<file path="config.mk">
export PLATFORM = sky130hd
export DESIGN_NAME = kyo_jump_sprite_fetch
export DESIGN_NICKNAME = d
export VERILOG_FILES = /design/src/rtl/kyo_jump_sprite_fetch.sv
export SDC_FILE = /design/constraint.sdc
export NUM_CORES = 1
export LEC_CHECK = 0
export ABC_CLOCK_PERIOD_IN_PS = 5600
export CAP_MARGIN = 20
export CORE_ASPECT_RATIO = 1.4
export CORE_UTILIZATION = 30
export DETAILED_ROUTE_END_ITERATION = 8
export GPL_TIMING_DRIVEN = 0
export SYNTH_ARGS = -nofsm -noshare
export SYNTH_HDL_FRONTEND = slang
export SYNTH_SLANG_ARGS = --single-unit
</file>
<file path="constraint.sdc">
create_clock -name Clk -period 5.6 [get_ports Clk]
set_input_delay 1.12 -clock Clk [delete_from_list [all_inputs] [get_ports Clk]]
set_output_delay 1.12 -clock Clk [all_outputs]
set_load 0.01 [all_outputs]
</file>
<file path="src/rtl/kyo_jump_sprite_fetch.sv">
// Jump-animation sprite fetcher: IDLE/PLAY frame sequencer paced by vsync edges,
// plus a two-stage pixel pipeline producing ROM address, palette index and opacity.
module kyo_jump_sprite_fetch #(
  parameter int SPR_W  = 64,
  parameter int SPR_H  = 96,
  parameter int FRAMES = 6,
  parameter int HOLD   = 4,
  parameter int ADDR_W = 16
) (
  input  logic              Clk,
  input  logic              Reset,
  input  logic              frame_clk,
  input  logic              start,
  input  logic              facing_left,
  input  logic [9:0]        pos_x,
  input  logic [9:0]        pos_y,
  input  logic [9:0]        DrawX,
  input  logic [9:0]        DrawY,
  output logic [ADDR_W-1:0] rom_addr,
  input  logic [3:0]        rom_data,
  output logic [3:0]        index,
  output logic              opaque,
  output logic              busy,
  output logic [2:0]        frame_num
);

  localparam int HC_W = (HOLD > 1) ? $clog2(HOLD) : 1;

  typedef enum logic {IDLE = 1'b0, PLAY = 1'b1} state_t;

  state_t            r_state, w_state_next;
  logic [2:0]        r_frame_num, w_frame_num_next;
  logic [HC_W-1:0]   r_hold_cnt, w_hold_cnt_next;
  logic              r_fc_d;
  logic              w_fc_edge;
  logic [ADDR_W-1:0] r_rom_addr;
  logic              r_in_box_d1;
  logic [3:0]        r_index;
  logic              r_opaque;

  assign w_fc_edge = frame_clk & ~r_fc_d;

  always_ff @(posedge Clk) begin
    if (Reset) begin
      r_state     <= IDLE;
      r_frame_num <= '0;
      r_hold_cnt  <= '0;
      r_fc_d      <= 1'b0;
    end else begin
      r_state     <= w_state_next;
      r_frame_num <= w_frame_num_next;
      r_hold_cnt  <= w_hold_cnt_next;
      r_fc_d      <= frame_clk;
    end
  end

  // The edge arriving in the same cycle as start is deliberately not counted.
  always_comb begin
    w_state_next     = r_state;
    w_frame_num_next = r_frame_num;
    w_hold_cnt_next  = r_hold_cnt;
    case (r_state)
      IDLE: begin
        if (start) begin
          w_state_next     = PLAY;
          w_frame_num_next = '0;
          w_hold_cnt_next  = '0;
        end
      end
      PLAY: begin
        if (w_fc_edge) begin
          if (r_hold_cnt < HC_W'(HOLD - 1)) begin
            w_hold_cnt_next = r_hold_cnt + 1'b1;
          end else begin
            w_hold_cnt_next = '0;
            if (r_frame_num < 3'(FRAMES - 1)) begin
              w_frame_num_next = r_frame_num + 3'd1;
            end else begin
              w_state_next     = IDLE;
              w_frame_num_next = '0;
            end
          end
        end
      end
      default: w_state_next = IDLE;
    endcase
  end

  // 11-bit compare so a box hanging past x/y=1023 clips instead of wrapping.
  logic [10:0]       w_dx, w_dy, w_px, w_py, w_x_end, w_y_end;
  logic              w_in_box;
  logic [9:0]        w_col, w_row, w_col_m;
  logic [ADDR_W-1:0] w_addr;

  assign w_dx     = {1'b0, DrawX};
  assign w_dy     = {1'b0, DrawY};
  assign w_px     = {1'b0, pos_x};
  assign w_py     = {1'b0, pos_y};
  assign w_x_end  = w_px + 11'(SPR_W);
  assign w_y_end  = w_py + 11'(SPR_H);
  assign w_in_box = (w_dx >= w_px) && (w_dx < w_x_end) &&
                    (w_dy >= w_py) && (w_dy < w_y_end);

  assign w_col   = DrawX - pos_x;
  assign w_row   = DrawY - pos_y;
  assign w_col_m = facing_left ? (10'(SPR_W - 1) - w_col) : w_col;
  assign w_addr  = ADDR_W'(r_frame_num) * ADDR_W'(SPR_W * SPR_H) +
                   ADDR_W'(w_row) * ADDR_W'(SPR_W) + ADDR_W'(w_col_m);

  always_ff @(posedge Clk) begin
    if (Reset) begin
      r_rom_addr  <= '0;
      r_in_box_d1 <= 1'b0;
      r_index     <= '0;
      r_opaque    <= 1'b0;
    end else begin
      r_rom_addr  <= w_in_box ? w_addr : '0;
      r_in_box_d1 <= w_in_box;
      // Index 1 is the transparent key: passed through, but never opaque.
      r_index     <= r_in_box_d1 ? rom_data : 4'd0;
      r_opaque    <= r_in_box_d1 && (rom_data != 4'd1);
    end
  end

  assign rom_addr  = r_rom_addr;
  assign index     = r_index;
  assign opaque    = r_opaque;
  assign busy      = (r_state == PLAY);
  assign frame_num = r_frame_num;

endmodule

</file>
# Word level (Yosys, flattened, before mapping)
# Index checks and enable logic that the tools add are counted.
[word_totals] out_inout_bits=25 word_cells=56 ff_bits=29 inputBits=49
[classes] reduce_logical=8 n_bitwise=5 eq_ne=4 magnitude_cmp=6 addsub=9 multipliers=1 muxes=15
[op_table] op="10-bit by 7-bit adder with 11-bit output, second input constant" n=2
[op_table] op="10-bit by 11-bit < comparator with 1-bit output" n=2
[op_table] op="10-bit >= comparator" n=2
[op_table] op="10-bit subtractor" n=2
[op_table] op="16-bit by 10-bit adder with 16-bit output" n=1
[op_table] op="16-bit adder" n=1
[op_table] op="3-bit two-way mux" n=4
[op_table] op="10-bit two-way mux" n=1
[op_table] op="6-bit by 10-bit subtractor with 10-bit output, first input constant" n=1
[op_table] op="2-bit two-way mux" n=3
[op_table] op="3-bit case mux with 2 select lines" n=1
[op_table] op="3-bit by 2-bit multiplier with 5-bit output, second input constant" n=1
[op_table] op="1-bit logical AND" n=4
[op_table] op="1-bit two-way mux" n=4
[op_table] op="2-bit != test, second input constant" n=2
[op_table] op="4-bit by 1-bit != test with 1-bit output, second input constant" n=1
[op_table] op="1-bit inverter" n=4
[op_table] op="2-bit case mux with 2 select lines" n=1
[op_table] op="2-bit OR reduction" n=2
[op_table] op="3-bit by 1-bit adder with 3-bit output, second input constant" n=1
[op_table] op="3-bit < comparator, second input constant" n=1
[op_table] op="3-bit AND reduction" n=1
[op_table] op="2-bit by 1-bit adder with 2-bit output, second input constant" n=1
[op_table] op="2-bit < comparator, second input constant" n=1
[op_table] op="4 further kinds" n=4

# Longest topological paths before layout
# Gate-level depths: netlist of the first run.
[logic_depth] ltp_word=7 ltp_mapped=18 mapped_depth_nobuf=18

# Worst setup path after synthesis of the first run
# No wires, ideal clock.
[synth_path] kind="input -> register" from="in DrawX[0]" to="reg r_rom_addr[15] (netlist: rom_addr[15])" required_time_ns=5.482 arrival_time_ns=3.993 n_path_buf=0 path_stages=17 setup_ns=0.118 setup_slack_ns=1.490 path_cell_list="inv_1 > ha_1 > fa_1 > inv_1 > a31o_2 > a31oi_4 > xnor2_1 > ha_1 > nand2_1 > o21ai_0 > ha_1 > a211o_1 > a21oi_1 > nor4_1 > o22ai_1 > nand3_2 > nor3b_2"
[synth_between] elab_chain_cells=6
[synth_lines] item="start, declared" line="17" rtl="input logic [9:0] DrawX,"
[synth_lines] item="branches (longest 6 deep; another with 16-bit by 10-bit adder with 16-bit output)"
[synth_lines] item="end signal, assigned" line="117" rtl="r_rom_addr <= w_in_box ? w_addr : '0;"
[synth_lines] item="end, declared" line="36" rtl="logic [ADDR_W-1:0] r_rom_addr;"
# Parallel ways; which one is timed is not known.
# A chain may end at the register's enable or synchronous reset.

# Worst setup path in the final report of the first run
[layout_path] from="in pos_x[7]" to="reg r_rom_addr[15] (netlist: rom_addr[15])"
[layout_between] elab_chain_cells=7
[layout_lines] item="start, declared" line="15" rtl="input logic [9:0] pos_x,"
[layout_lines] item="branches (longest 7 deep; another with 16-bit by 10-bit adder with 16-bit output)"
# Parallel ways; which one is timed is not known.

==> summary.md, run 1 <==
| Metric | Value |
|---|---|
| Status | complete, no violations |
| Max transition margin | 0.603 |
| Max Cap Violations | 0 |
| DRC Markers | 0 |
| Critical-path cell list | clkdlybuf4s50_1, inv_1, ha_1, buf_2, nand3b_1, o21ai_0, a311o_1, a311oi_2, ha_1, nand2_1, o21ai_0, ha_1, a211o_1, a21oi_1, nor4_1, o22ai_1, nand3_2, nor3b_2 |
| Initial antenna violation count | 0 |
| Largest net degree at the start of global routing | 11 |
| Adder-cell share of the synthesized area | 0.229 |
| Initial Util | 0.311 |
| Final Max Slew Viols | 0 |
| Max Fclk | 213 MHz |
| Die Area | 9760 µm² |
| DRC violation total after the first TritonRoute iteration | 70 |
| Final Hold Fails | 0 |
| Final Cycle Share | 0.839 |
| Die width | 83.8 µm |
| Root Buffer | clkbuf_16 |
| XOR/XNOR share of the synthesized area | 0.0967 |
| Yosys top cell area share | 0.207 |
| RSZ-0062 raised after global routing | no |
| Crit path kind | input port to flop |
| Port Buffer Count | 71 |
| Total track usage | 0.135 |
| Antenna Cells | 0 |
| Mapped Cells | 331 |
| Filler cell count | 919 |
| Synth warn | 0 |
| Top-Level Pins | 74 |
| CTS Buf Count | 5 |
| Dpl ws | 0.650 ns |
| Mux cell area share after synthesis | 0.00713 |
| Hold buffer count at CTS | 0 |
| Top-count cell post-synth | ha_1 |
| Compound-Gate Fraction of Synth Area | 0.206 |
| Routed WL | 6.35 mm |
| Number of library cell types mapped by synthesis | 59 |
| Clk_lat worst skew | 0.27 ns |
| Largest family of logic cells by synthesized area | adder cells |
| EDFF count, synth | 0 |
| Final ANT Viol Nets | 0 |
| Leakage | 1.75 nW |
| TritonCTS clock tree | done |
| First-pass GRT wire length | 10.9 mm |
| Post-synthesis simple-gate area fraction | 0.186 |
| DP Area | 3650 µm² |
| Overflow after GRT | 0 |
| Largest cells by area after synthesis | dfxtp_1, ha_1, xnor2_1, inv_1, xor2_1 |
| Syn_area_per_cell | 8.49 µm² |
| Ys flop type | dfxtp_1 |
| Mapped Area | 2810 µm² |
| Dpl cells | 509 |
| Total clock sinks | 29 |
| Async SR Flop Fraction | 0 |
| Overall power | 0.866 mW |
| Clk slew on worst S/H paths | 0.05 ns |
| Setup TNS | 0 ns |
| Post-Syn Nets | 429 |
| Multi-input gate area | 2030 µm² |
| Final Core Density | 0.424 |
| VDD IR max | 0.265 mV |
| Crit start category | input port |
| Final cell count without fillers | 517 |
| Crit. End Element | flop |
| Register area share after synthesis | 0.207 |
| Avg WL per Cell | 12.3 µm |
| Site Rows | 41 |
| Die H | 116 µm |
| Area growth, synth to finish | 36.2% |
| Number of H-tree levels | 2 |
| Post-CTS setup buffer count | 0 |
| Setup Skew | 0.00547 ns |
| Worst Path Required | 5.76 ns |
| Post-synth top cells | ha_1, inv_1, dfxtp_1 |
| PwrDens | 226 nW/µm² |
| Worst Path Arrival | 4.86 ns |
| PostCTS Resize Cnt | 0 |
| Fin nets | 507 |
| Share of layout cells above drive strength 1 | 0.0829 |
| Crit path max fanout | 10 |
| Drt pass-1 iters | 4 |
| Post-DP HPWL | 5.42 mm |
| Worst setup margin | 0.900 ns |
| Via density | 4.91 |
| Vias in the first global route | 2539 |
| Area of the core | 9030 µm² |
| Slowest CP cell | clkdlybuf4s50_1 |
| Slew @ Worst Pin | 0.595 ns |
| Hold Crit Class | flop to flop |
| Final setup vio count | 0 |
| Via count | 2540 |
| Largest area contributor in the netlist | dfxtp_1 |
| Hold_ws | 0.519 ns |
| Worst-case clock buffer depth | 2 |
| Gp weighted congestion | 0.912 |
| Most used cell, CP | ha_1 |
| Sequential Area | 581 µm² |
| Final min period | 4.70 ns |
| CP max stage delay | 0.51 ns |
| Final Cell Area | 3830 µm² |
| FF+latch count, synth | 29 |
[final cells by class]
| type | instances | share of cell area |
|---|---|---|
| plain buffers | 5 | 0.00850 |
| clock buffers | 7 | 0.0373 |
| clock inverters | 1 | 0.00785 |
| inverters | 43 | 0.0422 |
| multi-input cells | 254 | 0.532 |
| flip-flops and latches | 29 | 0.152 |
| well taps | 107 | 0.0350 |
| repair buffers | 71 | 0.186 |
[critical path: cells and delay by family]
family	cells	cell delay, ns
AOI/OAI and AO/OA	7	1.54
adders and majority gates	3	0.87
buffers and inverters	3	0.77
and+or+nand+nor	5	0.55
[state kept, by name, indices dropped and copies added, names as in the netlist]
| signal | flops |
|---|---|
| frame_num | 3 |
| index | 4 |
| rom_addr | 16 |
| r_fc_d | 1 |
| r_hold_cnt | 2 |
| r_in_box_d1 | 1 |
| opaque | 1 |
| busy | 1 |
[layer usage]
metal	wire length [µm]	GRT usage	vias to the layer above
met4	133	0.0475	0
met1	2600	0.147	1150
met2	3420	0.267	62
met3	200	0.0141	14
met5	0	0	-
li1	-	-	1314
[final timing paths]
check,from,end,slack (ns),depth (start not counted)
min,r_hold_cnt[1],r_hold_cnt[1],0.52,2
min reg2reg,r_hold_cnt[1],r_hold_cnt[1],0.52,2
max reg2reg,frame_num[0],rom_addr[15],3.26,9
max,pos_x[7],rom_addr[15],0.90,18
[cell usage in the layout, fill, tap and decap left out, drive strengths merged, types with 3 or more instances in the layout]
cell type,Yosys,routed
a21oi,18,18
clkbuf,2,9
a31oi,7,7
nand2,11,11
and3,6,6
ha,45,45
xnor2,21,21
xor2,10,10
nor2,31,31
dfxtp,29,29
o21a,5,5
nand3,5,5
inv,43,43
clkdlybuf4s50,0,71
o21ai,17,17
nor4,4,4
nand4,3,3
nor3,7,7
nand2b,6,6
nor2b,6,6
a21o,9,9
buf,3,3
fa,4,4
and2,4,4
[power by group]
group          switching, mW  internal, mW  leakage [nW]  total [mW]
Combinational          0.176         0.168          1.43       0.344
Clock                 0.0852         0.221        0.0841       0.307
Sequential           0.00311         0.212         0.235       0.215
[cells by family (layout without fill, tap and decap cells)]
family / after synthesis / in the layout
muxes: 2 / 2
adders and majority gates: 49 / 49
xor gates and xnor gates: 31 / 31
and+or+nand+nor: 92 / 92
DFF: 29 / 29
buffers and inverters: 48 / 127
AOI/OAI and AO/OA: 80 / 80
(Power assumes the default switching activity.)
==> run 2: changes to the inputs <==
- ABC_CLOCK_PERIOD_IN_PS: 5600 -> 4700
- clock period: 5.6 -> 4.7 ns (I/O delays scaled with it)
==> summary.md, run 2 (synthesis results as in run 1) <==
| Metric | Value |
|---|---|
| Share of layout cells above drive strength 1 | 0.0854 |
| Clk slew on worst S/H paths | 0.05 ns |
| R2r endpoint | rom_addr[15] |
| Final Hold Fails | 0 |
| Most frequent cells in the layout | clkdlybuf4s50_1, ha_1, inv_1 |
| Status | complete, no violations |
| Drt pass-1 iters | 4 |
| Most used cell, CP | ha_1 |
| Number of H-tree levels | 2 |
| Vias in the first global route | 2539 |
| Final Max Slew Viols | 0 |
| Post-CTS setup buffer count | 0 |
| Hold_ws | 0.519 ns |
| Gp weighted congestion | 0.912 |
| Leakage | 1.75 nW |
| Final Cycle Share | 0.962 |
| Worst-case clock buffer depth | 2 |
| Routed WL | 6.39 mm |
| Dpl cells | 509 |
| TritonCTS clock tree | done |
| VDD IR max | 0.316 mV |
| Worst r2r path cells | 9 |
| DRC Markers | 0 |
| Hold_sp | r_hold_cnt[1] |
| Area growth, synth to finish | 36.7% |
| Final ANT Viol Nets | 0 |
| Max transition margin | 0.601 |
| Total track usage | 0.135 |
| Initial antenna violation count | 0 |
| Avg WL per Cell | 12.4 µm |
| Critical-path cell list | clkdlybuf4s50_1, inv_1, ha_1, clkbuf_4, nand3b_1, o21ai_0, a311o_1, a311oi_2, ha_1, nor2_1, xnor2_1, xnor2_1, ha_1, nor2b_1, o21ai_0, nand2b_1, a31oi_4, mux2i_1, a31oi_1 |
| Die H | 116 µm |
| Worst Path Required | 4.85 ns |
| Most common cell after layout, fill and taps aside | clkdlybuf4s50_1 |
| Largest net degree at the start of global routing | 11 |
| Overflow after GRT | 0 |
| Crit path kind | input port to flop |
| Final cell count without fillers | 517 |
| Clk_lat worst skew | 0.27 ns |
| Slowest CP cell | clkdlybuf4s50_1 |
| Fin nets | 507 |
| Hold Crit Class | flop to flop |
| Crit path max fanout | 10 |
| Final setup vio count | 0 |
| Area of the core | 9030 µm² |
| Hold depth | 2 |
| Total clock sinks | 29 |
| Worst Path Arrival | 4.67 ns |
| WHS Endpoint | r_hold_cnt[1] |
| Max Cap Violations | 0 |
| Via density | 4.92 |
| DRC violation total after the first TritonRoute iteration | 75 |
| Via count | 2546 |
| Crit start category | input port |
| R2r setup slk | 2.36 ns |
| Post-DP HPWL | 5.42 mm |
| Max reg flops | 16 |
| Top-Level Pins | 74 |
| Crit. End Element | flop |
| RSZ-0062 raised after global routing | yes |
| Max Fclk | 221 MHz |
| Slew @ Worst Pin | 0.598 ns |
| First-pass GRT wire length | 10.9 mm |
| Port Buffer Count | 71 |
| Final Core Density | 0.425 |
| Setup Skew | 0.00518 ns |
| Antenna Cells | 0 |
| PwrDens | 271 nW/µm² |
| Final min period | 4.52 ns |
| Hold buffer count at CTS | 0 |
| PostCTS Resize Cnt | 0 |
| CP max stage delay | 0.51 ns |
| Die width | 83.8 µm |
| Root Buffer | clkbuf_16 |
| CTS Buf Count | 5 |
| Initial Util | 0.311 |
| Die Area | 9760 µm² |
| Reg-to-reg startpoint | frame_num[0] |
| Site Rows | 41 |
==> run 2: cell types whose count changed in the layout (fill, tap and decap cells not counted), sizes merged <==
cell and change:
clkbuf +1, buf -1
==> run 2: final cells by class <==
class	instances	area (µm²)
Tap cell	107	134
Timing Repair Buffer	71	711
Fill cell	916	5190
Clock buffer	7	143
Inverter	43	161
Buffer	5	35.0
Multi-Input combinational cell	254	2050
Sequential cell	29	581
Clock inverter	1	30.0
==> run 2: layer usage <==
| layer | global-route usage | part of all wire | up-vias |
|---|---|---|---|
| met5 | 0 | 0 | - |
| li1 | - | - | 1314 |
| met1 | 0.147 | 0.41 | 1160 |
| met3 | 0.0141 | 0.030 | 14 |
| met2 | 0.267 | 0.54 | 58 |
| met4 | 0.0475 | 0.021 | 0 |
==> run 2: worst max-delay path: cells and delay by family <==
kind,cells,cell delay (ns)
AND/OR/NAND/NOR,4,0.47
XOR/XNOR,2,0.32
adder cells (fa/ha/maj),3,0.76
buffers and inverters,3,0.75
multiplexers,1,0.21
AO/OA/AOI/OAI,6,1.20
==> run 2: stage by stage <==
stage | power (mW) | instance area, µm² | setup TNS (ns) | worst slack, ns
floorplan | 0.560 | 2810 | 0 | 0.770
global placement | 0.668 | 3650 | -0.0249 | -0.0249
detailed placement | 0.673 | 3650 | -0.108 | -0.0703
CTS | 1.04 | 3830 | 0 | 0.196
global route | 1.11 | 3840 | -0.0255 | -0.0255
finish | 1.04 | 3840 | 0 | 0.179
==> run 2: power breakdown <==
part	internal, mW	switching [mW]
clock network	0.264	0.101
logic	0.204	0.216
registers	0.252	0.00369
total	0.721	0.321
==> run 2: worst max path at each step <==
stage	from	endpoint	slack, ns	cells past startpoint
after detailed placement	pos_x[7]	rom_addr[15]	-0.07	18
after global routing	pos_x[7]	rom_addr[14]	-0.03	19
final	pos_x[7]	rom_addr[14]	0.18	19
after global placement	pos_x[7]	rom_addr[15]	-0.02	18
after floorplan	DrawX[0]	rom_addr[15]	0.77	17
after CTS	pos_x[7]	rom_addr[15]	0.20	18
